**src/rtl/vga_pkg.sv**
```systemverilog
// Shared VGA timing constants and lock FSM state type for the pong video path.
package vga_pkg;

   localparam int unsigned H_ACTIVE    = 640;
   localparam int unsigned V_ACTIVE    = 480;
   localparam int unsigned H_TOTAL     = 800;
   localparam int unsigned V_TOTAL     = 525;
   localparam bit          SYNC_NEG    = 1'b1;
   localparam int unsigned LOCK_FRAMES = 2;

   typedef enum logic [1:0] {
      StSearch,
      StTrack,
      StLocked
   } lock_state_e;

endpackage

```
**src/rtl/vga_rx_edge.sv**
```systemverilog
// Input register, polarity normalisation and edge detection for one sync/enable line.
module vga_rx_edge #(
   parameter bit INVERT = 1'b0
) (
   input  logic clk,
   input  logic rst,
   input  logic sig_i,
   output logic level_o,
   output logic rise_o,
   output logic fall_o
);

   logic level_d, level_q;
   logic prev_d, prev_q;

   // Normalise to active-high and keep one cycle of history.
   always_comb begin
      level_d = sig_i ^ INVERT;
      prev_d  = level_q;
   end

   // Reset to the inactive level so a stream already asserted shows a leading edge.
   always_ff @(posedge clk or posedge rst) begin
      if (rst) begin
         level_q <= 1'b0;
         prev_q  <= 1'b0;
      end else begin
         level_q <= level_d;
         prev_q  <= prev_d;
      end
   end

   assign level_o = level_q;
   assign rise_o  = level_q & ~prev_q;
   assign fall_o  = ~level_q & prev_q;

endmodule

```
**src/rtl/vga_rx_decode.sv**
```systemverilog
// VGA stream sink: recovers pixel coordinates, measures line/frame lengths and tracks lock.
module vga_rx_decode #(
   parameter int unsigned H_ACTIVE    = vga_pkg::H_ACTIVE,
   parameter int unsigned V_ACTIVE    = vga_pkg::V_ACTIVE,
   parameter int unsigned H_TOTAL     = vga_pkg::H_TOTAL,
   parameter int unsigned V_TOTAL     = vga_pkg::V_TOTAL,
   parameter bit          SYNC_NEG    = vga_pkg::SYNC_NEG,
   parameter int unsigned LOCK_FRAMES = vga_pkg::LOCK_FRAMES
) (
   input  logic        clk,
   input  logic        rst,
   input  logic        hsync,
   input  logic        vsync,
   input  logic        de,
   output logic [9:0]  x,
   output logic [9:0]  y,
   output logic        px_valid,
   output logic        line_start,
   output logic        frame_start,
   output logic [10:0] h_meas,
   output logic [9:0]  v_meas,
   output logic        locked,
   output logic        err,
   output logic [7:0]  err_cnt
);

   import vga_pkg::*;

   localparam logic [10:0] HTotal     = 11'(H_TOTAL);
   localparam logic [10:0] HActive    = 11'(H_ACTIVE);
   localparam logic [9:0]  VTotal     = 10'(V_TOTAL);
   localparam logic [9:0]  VActive    = 10'(V_ACTIVE);
   localparam logic [7:0]  LockFrames = 8'(LOCK_FRAMES);
   localparam logic [10:0] HMax       = 11'h7FF;
   localparam logic [9:0]  VMax       = 10'h3FF;

   logic hs_lvl, hs_rise, hs_fall;
   logic vs_lvl, vs_rise, vs_fall;
   logic de_lvl, de_rise, de_fall;

   vga_rx_edge #(.INVERT(SYNC_NEG)) u_hs_edge (
      .clk    (clk),
      .rst    (rst),
      .sig_i  (hsync),
      .level_o(hs_lvl),
      .rise_o (hs_rise),
      .fall_o (hs_fall)
   );

   vga_rx_edge #(.INVERT(SYNC_NEG)) u_vs_edge (
      .clk    (clk),
      .rst    (rst),
      .sig_i  (vsync),
      .level_o(vs_lvl),
      .rise_o (vs_rise),
      .fall_o (vs_fall)
   );

   vga_rx_edge #(.INVERT(1'b0)) u_de_edge (
      .clk    (clk),
      .rst    (rst),
      .sig_i  (de),
      .level_o(de_lvl),
      .rise_o (de_rise),
      .fall_o (de_fall)
   );

   // Sync levels and trailing edges are not needed; only leading edges matter.
   logic unused_sync;
   assign unused_sync = ^{hs_lvl, hs_fall, vs_lvl, vs_fall};

   logic [10:0] h_cnt_d, h_cnt_q, h_meas_d, h_meas_q;
   logic [9:0]  v_cnt_d, v_cnt_q, v_meas_d, v_meas_q;
   logic [9:0]  x_d, x_q, y_d, y_q;
   logic        px_valid_d, px_valid_q;
   logic        line_start_d, line_start_q, frame_start_d, frame_start_q;
   logic        skip_h_d, skip_h_q;
   logic        err_d, err_q;
   logic [7:0]  err_cnt_d, err_cnt_q;
   logic [7:0]  gf_d, gf_q;
   logic        frame_bad_d, frame_bad_q;
   lock_state_e state_d, state_q;

   logic        h_sat_hit, v_sat_hit;
   logic [10:0] run_len;
   logic [9:0]  act_lines;
   logic        mismatch;

   // Line/frame counters, measurements and pixel coordinates.
   always_comb begin
      h_cnt_d       = h_cnt_q;
      h_meas_d      = h_meas_q;
      line_start_d  = 1'b0;
      h_sat_hit     = 1'b0;
      v_cnt_d       = v_cnt_q;
      v_meas_d      = v_meas_q;
      frame_start_d = 1'b0;
      v_sat_hit     = 1'b0;
      px_valid_d    = de_lvl;
      x_d           = x_q;
      y_d           = y_q;

      if (hs_rise) begin
         h_meas_d     = (h_cnt_q == HMax) ? HMax : h_cnt_q + 11'd1;
         h_cnt_d      = '0;
         line_start_d = 1'b1;
      end else if (h_cnt_q != HMax) begin
         h_cnt_d   = h_cnt_q + 11'd1;
         h_sat_hit = (h_cnt_q == HMax - 11'd1);
      end

      // The line ending on a coincident hsync edge is folded into v_meas via the +1.
      if (vs_rise) begin
         v_meas_d      = (v_cnt_q == VMax) ? VMax : v_cnt_q + 10'd1;
         v_cnt_d       = '0;
         frame_start_d = 1'b1;
      end else if (hs_rise && (v_cnt_q != VMax)) begin
         v_cnt_d   = v_cnt_q + 10'd1;
         v_sat_hit = (v_cnt_q == VMax - 10'd1);
      end

      if (de_lvl) begin
         x_d = de_rise ? 10'd0 : x_q + 10'd1;
      end
      // y doubles as the active-line count checked at frame start.
      if (vs_rise) begin
         y_d = '0;
      end else if (de_fall) begin
         y_d = y_q + 10'd1;
      end
   end

   // Mismatch detection; all failures in one cycle collapse into one err pulse.
   always_comb begin
      run_len   = {1'b0, x_q} + 11'd1;
      act_lines = y_q + {9'd0, de_fall};
      mismatch  = 1'b0;
      if (state_q != StSearch) begin
         if (hs_rise && !skip_h_q && (h_meas_d != HTotal)) mismatch = 1'b1;
         if (de_fall && (run_len != HActive))              mismatch = 1'b1;
         if (vs_rise && ((v_meas_d != VTotal) || (act_lines != VActive))) mismatch = 1'b1;
         if (h_sat_hit || v_sat_hit)                        mismatch = 1'b1;
      end
      err_d     = mismatch;
      err_cnt_d = (mismatch && (err_cnt_q != 8'hFF)) ? err_cnt_q + 8'd1 : err_cnt_q;
   end

   // Lock FSM next state and good-frame bookkeeping.
   always_comb begin
      state_d     = state_q;
      gf_d        = gf_q;
      frame_bad_d = frame_bad_q;
      skip_h_d    = skip_h_q;

      if (vs_rise)       frame_bad_d = 1'b0;
      else if (mismatch) frame_bad_d = 1'b1;

      if (hs_rise) skip_h_d = 1'b0;

      case (state_q)
         StSearch: begin
            if (vs_rise) begin
               state_d  = StTrack;
               gf_d     = '0;
               // The first line measured after acquisition may be partial.
               skip_h_d = 1'b1;
            end
         end
         StTrack: begin
            if (mismatch) begin
               gf_d = '0;
            end else if (vs_rise && !frame_bad_q) begin
               gf_d = gf_q + 8'd1;
               if (gf_q + 8'd1 >= LockFrames) state_d = StLocked;
            end
         end
         StLocked: begin
            if (mismatch) begin
               state_d = StTrack;
               gf_d    = '0;
            end
         end
         default: state_d = StSearch;
      endcase
   end

   // State register for all counters, outputs and the lock FSM.
   always_ff @(posedge clk or posedge rst) begin
      if (rst) begin
         h_cnt_q       <= '0;
         h_meas_q      <= '0;
         line_start_q  <= 1'b0;
         v_cnt_q       <= '0;
         v_meas_q      <= '0;
         frame_start_q <= 1'b0;
         x_q           <= '0;
         y_q           <= '0;
         px_valid_q    <= 1'b0;
         skip_h_q      <= 1'b0;
         err_q         <= 1'b0;
         err_cnt_q     <= '0;
         gf_q          <= '0;
         frame_bad_q   <= 1'b0;
         state_q       <= StSearch;
      end else begin
         h_cnt_q       <= h_cnt_d;
         h_meas_q      <= h_meas_d;
         line_start_q  <= line_start_d;
         v_cnt_q       <= v_cnt_d;
         v_meas_q      <= v_meas_d;
         frame_start_q <= frame_start_d;
         x_q           <= x_d;
         y_q           <= y_d;
         px_valid_q    <= px_valid_d;
         skip_h_q      <= skip_h_d;
         err_q         <= err_d;
         err_cnt_q     <= err_cnt_d;
         gf_q          <= gf_d;
         frame_bad_q   <= frame_bad_d;
         state_q       <= state_d;
      end
   end

   assign x           = x_q;
   assign y           = y_q;
   assign px_valid    = px_valid_q;
   assign line_start  = line_start_q;
   assign frame_start = frame_start_q;
   assign h_meas      = h_meas_q;
   assign v_meas      = v_meas_q;
   assign locked      = (state_q == StLocked);
   assign err         = err_q;
   assign err_cnt     = err_cnt_q;

endmodule

```
**config.mk**
```make
export PLATFORM = sky130hd
export DESIGN_NAME = vga_rx_decode
export DESIGN_NICKNAME = d
export VERILOG_FILES = /design/src/rtl/vga_pkg.sv /design/src/rtl/vga_rx_edge.sv /design/src/rtl/vga_rx_decode.sv
export SDC_FILE = /design/constraint.sdc
export NUM_CORES = 1
export LEC_CHECK = 0
export CORE_MARGIN = 5
export CORE_UTILIZATION = 40
export DETAILED_ROUTE_END_ITERATION = 12
export GPL_TIMING_DRIVEN = 0
export PLACE_DENSITY_LB_ADDON = 0.3
export SETUP_SLACK_MARGIN = 0.4
export SKIP_CTS_REPAIR_TIMING = 1
export SYNTH_ARGS = -nofsm -noshare
export SYNTH_HDL_FRONTEND = slang
export SYNTH_SLANG_ARGS = --single-unit
```
**constraint.sdc**
```tcl
create_clock -name clk -period 3.55 [get_ports clk]
set_clock_uncertainty 0.1 [all_clocks]
set_input_delay 0.5325 -clock clk [delete_from_list [all_inputs] [get_ports clk]]
set_output_delay 0.5325 -clock clk [all_outputs]
set_load 0.02 [all_outputs]
```
==> results of run 1 <==
-- state kept, by name (all words and copies together), names as in the netlist, 2 cells and up --
signal   cells
v_cnt_q     10
h_cnt_q     11
state_q      2
err_cnt      8
gf_q         8
h_meas      11
x           10
v_meas      10
y           10
-- layout make-up --
class	count	share of cell area, %
multi-input cells	381	41.3
inverters	20	1.24
flip-flops and latches	91	35.3
well taps	168	3.26
repair buffers	74	11.2
clock buffers	9	3.49
plain buffers	27	2.58
clock inverters	7	1.57
-- where the power goes --
part,switching (mW),internal [mW],leakage [nW]
logic,0.402,0.346,1.33
clock network,0.438,0.622,0.152
registers,0.130,1.15,1.20
-- Yosys cell counts (8+ instances only) --
| cell | number |
|---|---|
| a21oi_1 | 13 |
| a31oi_1 | 16 |
| and3_1 | 9 |
| clkbuf_1 | 12 |
| dfrtp_1 | 91 |
| ha_1 | 11 |
| inv_1 | 20 |
| nand2_1 | 63 |
| nand2b_1 | 8 |
| nand3_1 | 23 |
| nand4_1 | 11 |
| nor2_1 | 47 |
| nor3_1 | 12 |
| nor4_1 | 8 |
| o21ai_0 | 26 |
| o31ai_1 | 9 |
| xor2_1 | 22 |
-- per-stage QoR --
stage / total power [mW] / area (um2)
3_5_place_dp: 1.98 / 5760
5_1_grt: 3.25 / 6450
6_report: 3.09 / 6450
4_1_cts: 3.04 / 6090
2_1_floorplan: 1.69 / 4940
3_3_place_gp: 1.95 / 5730
-- cells by family after synthesis --
| family | after synthesis | synth area share [%] |
|---|---|---|
| AOI/OAI and AO/OA | 102 | 14.3 |
| and+or+nand+nor | 230 | 24.8 |
| muxes | 9 | 2.00 |
| adders and majority gates | 11 | 2.79 |
| DFF | 91 | 46.1 |
| xor gates and xnor gates | 29 | 5.15 |
| buffers and inverters | 47 | 4.74 |
-- critical path: stages (launching register included) --
cell	delay [ps]
dfrtp_2	430
nand2b_4	170
inv_4	70
ha_4	150
ha_4	160
nand3_4	90
nor4b_4	320
o31ai_2	110
nor4_2	360
nand4_4	210
a211oi_4	340
buf_6	180
nor3_2	60
mux2_4	320
-- path summary, 6_finish.rpt --
check / depth (start not counted) / to / slack, ps
worst max-delay path: 13 / err_cnt[6]$_DFFE_PP0P_ / 340
worst min-delay path: 0 / u_hs_edge.prev_q$_DFF_PP0_ / 280
worst max register to register: 13 / err_cnt[6]$_DFFE_PP0P_ / 340
worst min register to register: 0 / u_hs_edge.prev_q$_DFF_PP0_ / 280
max in group asynchronous: 3 / gf_q[1]$_DFFE_PP0P_ / 2310
min in group asynchronous: 2 / h_cnt_q[4]$_DFFE_PP0P_ / 410
-- metal layers --
layer  part of all wire, %  routed length [um]  track usage [%]
met1                    46                5720             23.8
met4                   2.3                 288             7.72
met3                   4.2                 531             3.17
met5                     0                   0                0
met2                    48                5970             27.3
==> out/metrics.cfg, run 1 <==
[sta]
tns_ps = 0
drv_slew = 0
period_minus_slack_ps = 3210
slew_headroom_pct = 60.0
worst-slew-pin-transition_ps = 593
rsz0062_at_grt = yes
hold-worst-slack_ps = 283
finalHoldViolCount = 0
worst_slack_ps = 340
fmax_mhz = 312
finalSetupViolations = 0
timing.final.crit_share_pct = 90.4

[cells_and_area]
fillCellCount = 1093
final_util_pct = 53.5
register_area_mm2 = 0.00228
syn2layout_area_growth_pct = 30.7
layout_commonest_cell = dfrtp_1
multi_input_area_mm2 = 0.00267
final-instance-count-excl-fill = 777
diodes = 0
layout_common_cells = dfrtp_1 (90), nand2_1 (63), clkdlybuf4s50_1 (58), nor2_1 (46), o21ai_0 (24)
drive_above_1_share_pct = 16.1
fin_nets = 620

[die]
die_x_um = 121
die-area_mm2 = 0.0147
initial_utilization_pct = 40.9
fp.dieH_um = 121
core_area_mm2 = 0.0121
row_count = 40
ios = 59

[clock_tree]
htreeDepth = 3
cts.path.max_buffers = 2
cts-root-buf = clkbuf_16
cts_tree = yes
clk-insertion-delay-late_ps = 350
cts.reportedPaths.clkPinSlew_ps = 70
cts_made_buffers = 9
cts.sinks = 91

[synth]
ys_seq_elements = 91
yosysWarnings = 0
synthCells = 519
synth_area_leader_cell = dfrtp_1
synth_edf_count = 0
ys_seq_area_share_pct = 46.1
synth_area_leaders = dfrtp_1 (46%), nand2_1 (4.8%), xor2_1 (3.9%)
ys.flop_type = dfrtp_1
async_reset_ff_share_pct = 100
avgSynthCellArea_um2 = 9.51
syn_area_mm2 = 0.00494
synth_top_area_share_pct = 46.1
synth_fp_nets = 535
ys_types = 74

[worst_setup_path]
crit_path_start_kind = register
cp-startpoint = u_de_edge.level_o$_DFF_PP0_
reg2reg_from = u_de_edge.level_o$_DFF_PP0_
crit_type = register to register
arrival_ps = 3350
worstPathRequired_ps = 3690
endpoint_kind = register
cp_max_fo = 5

[routing]
drt_wl_total_um = 12500
detail_route.iter0.violations = 323
via_count = 4249
viasPerCell = 5.47
drc_errors = 0
drt_first_pass_iters = 5
ant_nets = 0
post_drt_wl_per_cell_um = 16.1

[global_route]
groute.usage.overall_pct = 17.5
antenna_found_initial = 0
grt_pass1_vias = 4132
grt_max_degree = 70
grt_overflow = 0
grt_pass1_wl_um = 20700

[min_path]
min_path_type = register to register
hp-start = u_hs_edge.level_o$_DFF_PP0_

[power]
powerDensity_mw_per_mm2 = 479
total_leakage_power_nw = 2.68
ir_worst_vdd_v = 0.000351

[job]
max_cap_violations = 0

[placed_design]
io_buffers = 58
place_hpwl_um = 8430
place_ws_ps = 12.4
dp.cells = 746
finalWeightedCongestion = 0.863

[run_status]
status = completed

Power figures use the tool's default switching activity.
==> run 2: changes to the inputs <==
CORE_MARGIN = 2   (was 5)
CTS_CLUSTER_SIZE = 20   (was unset)
==> run 2 against run 1 <==
- total power down 3.3%
- setup slack better by 120 ps
- non-clock buffer count down 4
- critical path type unchanged
- fmax up 3.8%
- clock power down 9%
==> out/metrics.cfg, run 2 (synthesized netlist as in run 1, its figures left out) <==
[routing]
m1WireLength_um = 5560  ; -2.8%
drt_first_pass_iters = 5  ; unchanged
wl_met2_um = 5720  ; -4.2%
detail_route.iter0.violations = 224  ; -31%
route.top_layer_used = met4
viasPerCell = 5.59  ; +2.2%
post_drt_wl_per_cell_um = 15.8  ; -1.9%
drt_wl_total_um = 11900  ; -5.1%
ant_nets = 0  ; unchanged
drc_errors = 0  ; unchanged
via_count = 4203  ; -1.1%
wl_met3_um = 400  ; -25%

[worst_setup_path]
worstReg2RegEnd = err_cnt[2]$_DFFE_PP0P_
crit_type = register to register
arrival_ps = 3220  ; -130 ps
reg2reg_from = h_cnt_q[1]$_DFFE_PP0P_
r2r_cells = 11  ; -2
cp_max_fo = 8  ; +3
worstPathRequired_ps = 3680  ; about the same
cp-startpoint = h_cnt_q[1]$_DFFE_PP0P_
r2r_slack_ps = 460  ; +120 ps
endpoint = err_cnt[2]$_DFFE_PP0P_
crit_path_start_kind = register
endpoint_kind = register

[cells_and_area]
fin_nets = 616  ; -0.65%
multi_input_area_mm2 = 0.00267  ; +0.23%
final-instance-count-excl-fill = 752  ; -3.2%
diodes = 0  ; unchanged
layout_commonest_cell = dfrtp_1
fillCellCount = 1105  ; +1.1%
drive_above_1_share_pct = 14.9  ; -1.2 points
layout_common_cells = dfrtp_1 (89), nand2_1 (63), clkdlybuf4s50_1 (58), nor2_1 (47), o21ai_0 (24)
syn2layout_area_growth_pct = 28.9
register_area_mm2 = 0.00228  ; about the same

[placed_design]
place_hpwl_um = 8040  ; -4.6%
io_buffers = 58  ; unchanged
finalWeightedCongestion = 0.865  ; +0.28%
place_ws_ps = 7.87  ; -4.53 ps
dp.cells = 725  ; -2.8%

[clock_tree]
cts.reportedPaths.clkPinSlew_ps = 60  ; about the same
cts-root-buf = clkbuf_16
cts.sinks = 91  ; unchanged
cts.path.max_buffers = 2  ; unchanged
clk-insertion-delay-late_ps = 350  ; about the same
cts_made_buffers = 9  ; unchanged
htreeDepth = 3  ; unchanged
cts_tree = yes

[die]
initial_utilization_pct = 41.1  ; +0.17 points
die_x_um = 115  ; -5.0%
die-area_mm2 = 0.0132  ; -9.7%
row_count = 40  ; unchanged
fp.dieH_um = 115  ; -5.0%
ios = 59  ; unchanged
core_area_mm2 = 0.0120  ; -0.42%

[sta]
period_minus_slack_ps = 3090  ; -117 ps
drv_slew = 0  ; unchanged
rsz0062_at_grt = yes
timing.final.crit_share_pct = 87.1  ; -3.3 points
finalHoldViolCount = 0  ; unchanged
slew_headroom_pct = 58.7  ; -1.3 points
worst_slack_ps = 457  ; +117 ps
hold-worst-slack_ps = 281  ; -1.75 ps
fmax_mhz = 323  ; +3.8%
worst-slew-pin-transition_ps = 611  ; +18.7 ps
finalSetupViolations = 0  ; unchanged

[global_route]
groute.usage.overall_pct = 18.3  ; +0.80 points
antenna_found_initial = 0  ; unchanged
grt_pass1_wl_um = 19300  ; -6.7%
grt_pass1_vias = 3996  ; -3.3%
grt_max_degree = 68  ; -2.9%
grt_overflow = 0  ; unchanged

[min_path]
hp-start = u_hs_edge.level_o$_DFF_PP0_
min_path_type = register to register

[power]
clkPwrFrac_pct = 32.2  ; -2.1 points
p_comb_share_pct = 24.9  ; +0.7 points
netSwitchingFraction_pct = 31.0  ; -0.38 points
seqPwrFrac_pct = 42.9  ; +1.4 points
total_leakage_power_nw = 2.64  ; -1.3%
ir_worst_vdd_v = 0.000341  ; -2.9%
p_sw_uw = 927  ; -4.4%
p_int_mw = 2.06  ; -2.7%
powerDensity_mw_per_mm2 = 470  ; -1.9%
total_power_mw = 2.99  ; -3.3%

[run_status]
status = completed

[job]
max_cap_violations = 0  ; unchanged

==> run 2: changes by cell type in the layout (fill, tap and decap cells not counted), moves of 2 or more <==
| cell | previous run | this run |
|---|---|---|
| buf_4 | 15 | 10 |
| clkbuf_1 | 11 | 15 |
| clkinv_4 | 2 | 0 |
| clkinvlp_4 | 2 | 0 |
==> run 2: worst min path at each step <==
stage	to	slack, ps	cells after the start
floorplan	u_hs_edge.prev_q$_DFF_PP0_	250	0
global placement	u_vs_edge.prev_q$_DFF_PP0_	260	0
detailed placement	u_hs_edge.prev_q$_DFF_PP0_	270	0
CTS	u_hs_edge.prev_q$_DFF_PP0_	290	0
global route	u_hs_edge.prev_q$_DFF_PP0_	310	0
finish	u_hs_edge.prev_q$_DFF_PP0_	280	0
==> run 2: power groups by stage <==
stage	registers (mW)	logic [mW]	clock network [mW]
floorplan	1.37	0.318	0
global placement	1.29	0.654	0
detailed placement	1.30	0.675	0
CTS	1.28	0.679	0.987
global route	1.30	0.815	1.03
finish	1.28	0.745	0.963
==> run 2: final cells by class <==
class / count / share of cell area, %
plain buffers: 27 / 2.62
clock buffers: 14 / 3.99
clock inverters: 2 / 0.551
inverters: 20 / 1.26
multi-input cells: 381 / 42.0
flip-flops and latches: 91 / 35.8
well taps: 147 / 2.89
repair buffers: 70 / 10.9
==> run 2: through the flow <==
step	util, %	cell area, um2	TNS, ps
finish	53.0	6360	0
global route	53.0	6360	0
CTS	50.2	6030	-6.22
detailed placement	47.8	5740	0
global placement	47.5	5710	-77670
floorplan	-	4940	0
==> run 2: layer usage <==
layer | track usage, % | vias up
met5 | 0 | -
met3 | 3.22 | 12
met1 | 24.9 | 2070
li1 | - | 2040
met4 | 7.87 | 0
met2 | 28.9 | 81
==> run 2: worst max-delay path, cell delays in order (launching register included) <==
cell and delay (ps):
dfrtp_2 440, ha_2 220, and3_1 180, buf_2 180
a41oi_4 270, o2111ai_2 170, a2111oi_4 370, a31oi_4 210
a211oi_4 280, buf_6 180, nor3b_2 50, mux2_1 320
==> run 3: changes to the inputs <==
DONT_BUFFER_PORTS = 1   (was unset)
==> run 3 against run 2 <==
- worst hold slack lost 180 ps
- setup slack worse by 120 ps
- sequential share of layout area rose by 3.0 points
- via count shrank 4.5%
- highest routed layer unchanged
- first-iteration DRC count increased by 18%
- clock power shrank 8.0%
==> out/metrics.cfg, run 3 (synthesized netlist as in run 1, its figures left out) <==
[global_route]
antenna_found_initial = 0  ; unchanged
grt_max_degree = 65  ; -4.4%
grt_overflow = 0  ; unchanged
grt_pass1_wl_um = 18500  ; -4.1%
groute.usage.overall_pct = 17.6  ; -0.76 points
grt_pass1_vias = 3644  ; -8.8%

[cells_and_area]
layout_common_cells = dfrtp_1 (88), nand2_1 (62), nor2_1 (47), o21ai_0 (24), xor2_1 (22)
final_area_mm2 = 0.00587  ; -7.7%
fillCellCount = 1110  ; +0.45%
multi_input_area_mm2 = 0.00269  ; +0.66%
syn2layout_area_growth_pct = 19.0
register_area_mm2 = 0.00228  ; about the same
fin_nets = 566  ; -8.1%
final_util_pct = 48.9  ; -4.1 points
drive_above_1_share_pct = 19.2  ; +4.3 points
final-instance-count-excl-fill = 700  ; -6.9%
diodes = 0  ; unchanged
layout_commonest_cell = dfrtp_1

[routing]
drt_wl_total_um = 11500  ; -3.2%
post_drt_wl_per_cell_um = 16.4  ; +4.0%
detail_route.iter0.violations = 265  ; +18%
via_count = 4012  ; -4.5%
drt_first_pass_iters = 5  ; unchanged
viasPerCell = 5.73  ; +2.5%
drc_errors = 0  ; unchanged
ant_nets = 0  ; unchanged

[sta]
finalHoldViolCount = 0  ; unchanged
period_minus_slack_ps = 3210  ; +122 ps
worst-slew-pin-transition_ps = 725  ; +114 ps
rsz0062_at_grt = yes
fmax_mhz = 311  ; -3.8%
timing.final.crit_share_pct = 90.5  ; +3.4 points
slew_headroom_pct = 51.6  ; -7.1 points
drv_slew = 0  ; unchanged
hold-worst-slack_ps = 103  ; -178 ps
finalSetupViolations = 0  ; unchanged

[placed_design]
dp.cells = 667  ; -8.0%
place_hpwl_um = 7670  ; -4.6%
io_buffers = 0  ; -100%
finalWeightedCongestion = 0.900  ; +4.0%
placed_area_mm2 = 0.00516  ; -10%

[clock_tree]
htreeDepth = 3  ; unchanged
cts_tree = yes
cts.reportedPaths.clkPinSlew_ps = 70  ; about the same
cts-root-buf = clkbuf_16
cts.sinks = 91  ; unchanged
cts.path.max_buffers = 2  ; unchanged
clk-insertion-delay-late_ps = 350  ; about the same
cts_made_buffers = 9  ; unchanged

[die]
die_x_um = 115  ; unchanged
fp.dieH_um = 115  ; unchanged
ios = 59  ; unchanged
initial_utilization_pct = 41.1  ; unchanged
die-area_mm2 = 0.0132  ; unchanged
row_count = 40  ; unchanged
core_area_mm2 = 0.0120  ; unchanged

[worst_setup_path]
crit_path_start_kind = register
cp-startpoint = u_de_edge.prev_q$_DFF_PP0_
arrival_ps = 3340  ; +120 ps
crit_type = register to register
r2r_slack_ps = 340  ; -120 ps
worstReg2RegEnd = err_cnt[6]$_DFFE_PP0P_
endpoint_kind = register
reg2reg_from = u_de_edge.prev_q$_DFF_PP0_
worstPathRequired_ps = 3680  ; about the same
cp_max_fo = 6  ; -2
r2r_cells = 14  ; +3

[min_path]
hp-start = de
min_path_type = input port to register
hold_end = u_de_edge.level_o$_DFF_PP0_
holdPathStages = 0  ; unchanged

[job]
max_cap_violations = 0  ; unchanged

[power]
total_power_mw = 2.77  ; -7.4%
ir_worst_vdd_v = 0.000368  ; +8.1%
powerDensity_mw_per_mm2 = 471  ; +0.32%
total_leakage_power_nw = 2.47  ; -6.4%

[run_status]
status = completed

run 3: worst max path at each step:
stage | end | slack [ps] | cells after the start
2_1_floorplan | err_cnt[2]$_DFFE_PP0P_ | 360 | 14
3_3_place_gp | err_cnt[6]$_DFFE_PP0P_ | -460 | 1
3_5_place_dp | err_cnt[2]$_DFFE_PP0P_ | -180 | 14
4_1_cts | gf_q[1]$_DFFE_PP0P_ | -210 | 13
5_1_grt | err_cnt[6]$_DFFE_PP0P_ | 220 | 14
6_report | err_cnt[6]$_DFFE_PP0P_ | 340 | 14
run 3: routing by layer:
| metal | vias to the layer above | global-route usage, % | part of all wire [%] |
|---|---|---|---|
| met5 | - | 0 | 0 |
| met4 | 0 | 5.86 | 1.4 |
| met1 | 1958 | 23.8 | 46 |
| met2 | 114 | 26.6 | 48 |
| li1 | 1928 | - | - |
| met3 | 12 | 5.64 | 5.4 |
run 3: through the flow:
step | setup WS (ps) | setup TNS, ps
after floorplan | 359 | 0
after global placement | -461 | -41840
after detailed placement | -184 | -1670
after CTS | -212 | -2150
after global routing | 218 | 0
final | 336 | 0
run 3: area by class of cell:
| type | count | share of cell area [%] |
|---|---|---|
| Buffer | 27 | 2.86 |
| Clock buffer | 12 | 4.37 |
| Clock inverter | 2 | 0.213 |
| Inverter | 20 | 1.36 |
| Multi-Input combinational cell | 381 | 45.8 |
| Sequential cell | 91 | 38.8 |
| Tap cell | 147 | 3.13 |
| Timing Repair Buffer | 20 | 3.43 |
run 3: power by group:
group / switching, mW / internal (mW) / leakage, nW / total (mW)
logic: 0.263 / 0.222 / 1.15 / 0.485
clock network: 0.382 / 0.504 / 0.131 / 0.886
registers: 0.244 / 1.15 / 1.19 / 1.40
total: 0.889 / 1.88 / 2.47 / 2.77
run 3: critical path, cell delays in order (launching register included):
cell      delay (ps)
dfrtp_2          430
buf_6            130
nand2b_4          70
inv_4             70
ha_4             150
ha_4             190
nand3_4          100
nor4b_4          300
o31ai_2          110
nor4_2           290
nand4_2          200
a211oi_4         350
buf_6            210
nor3_2            60
mux2_4           320
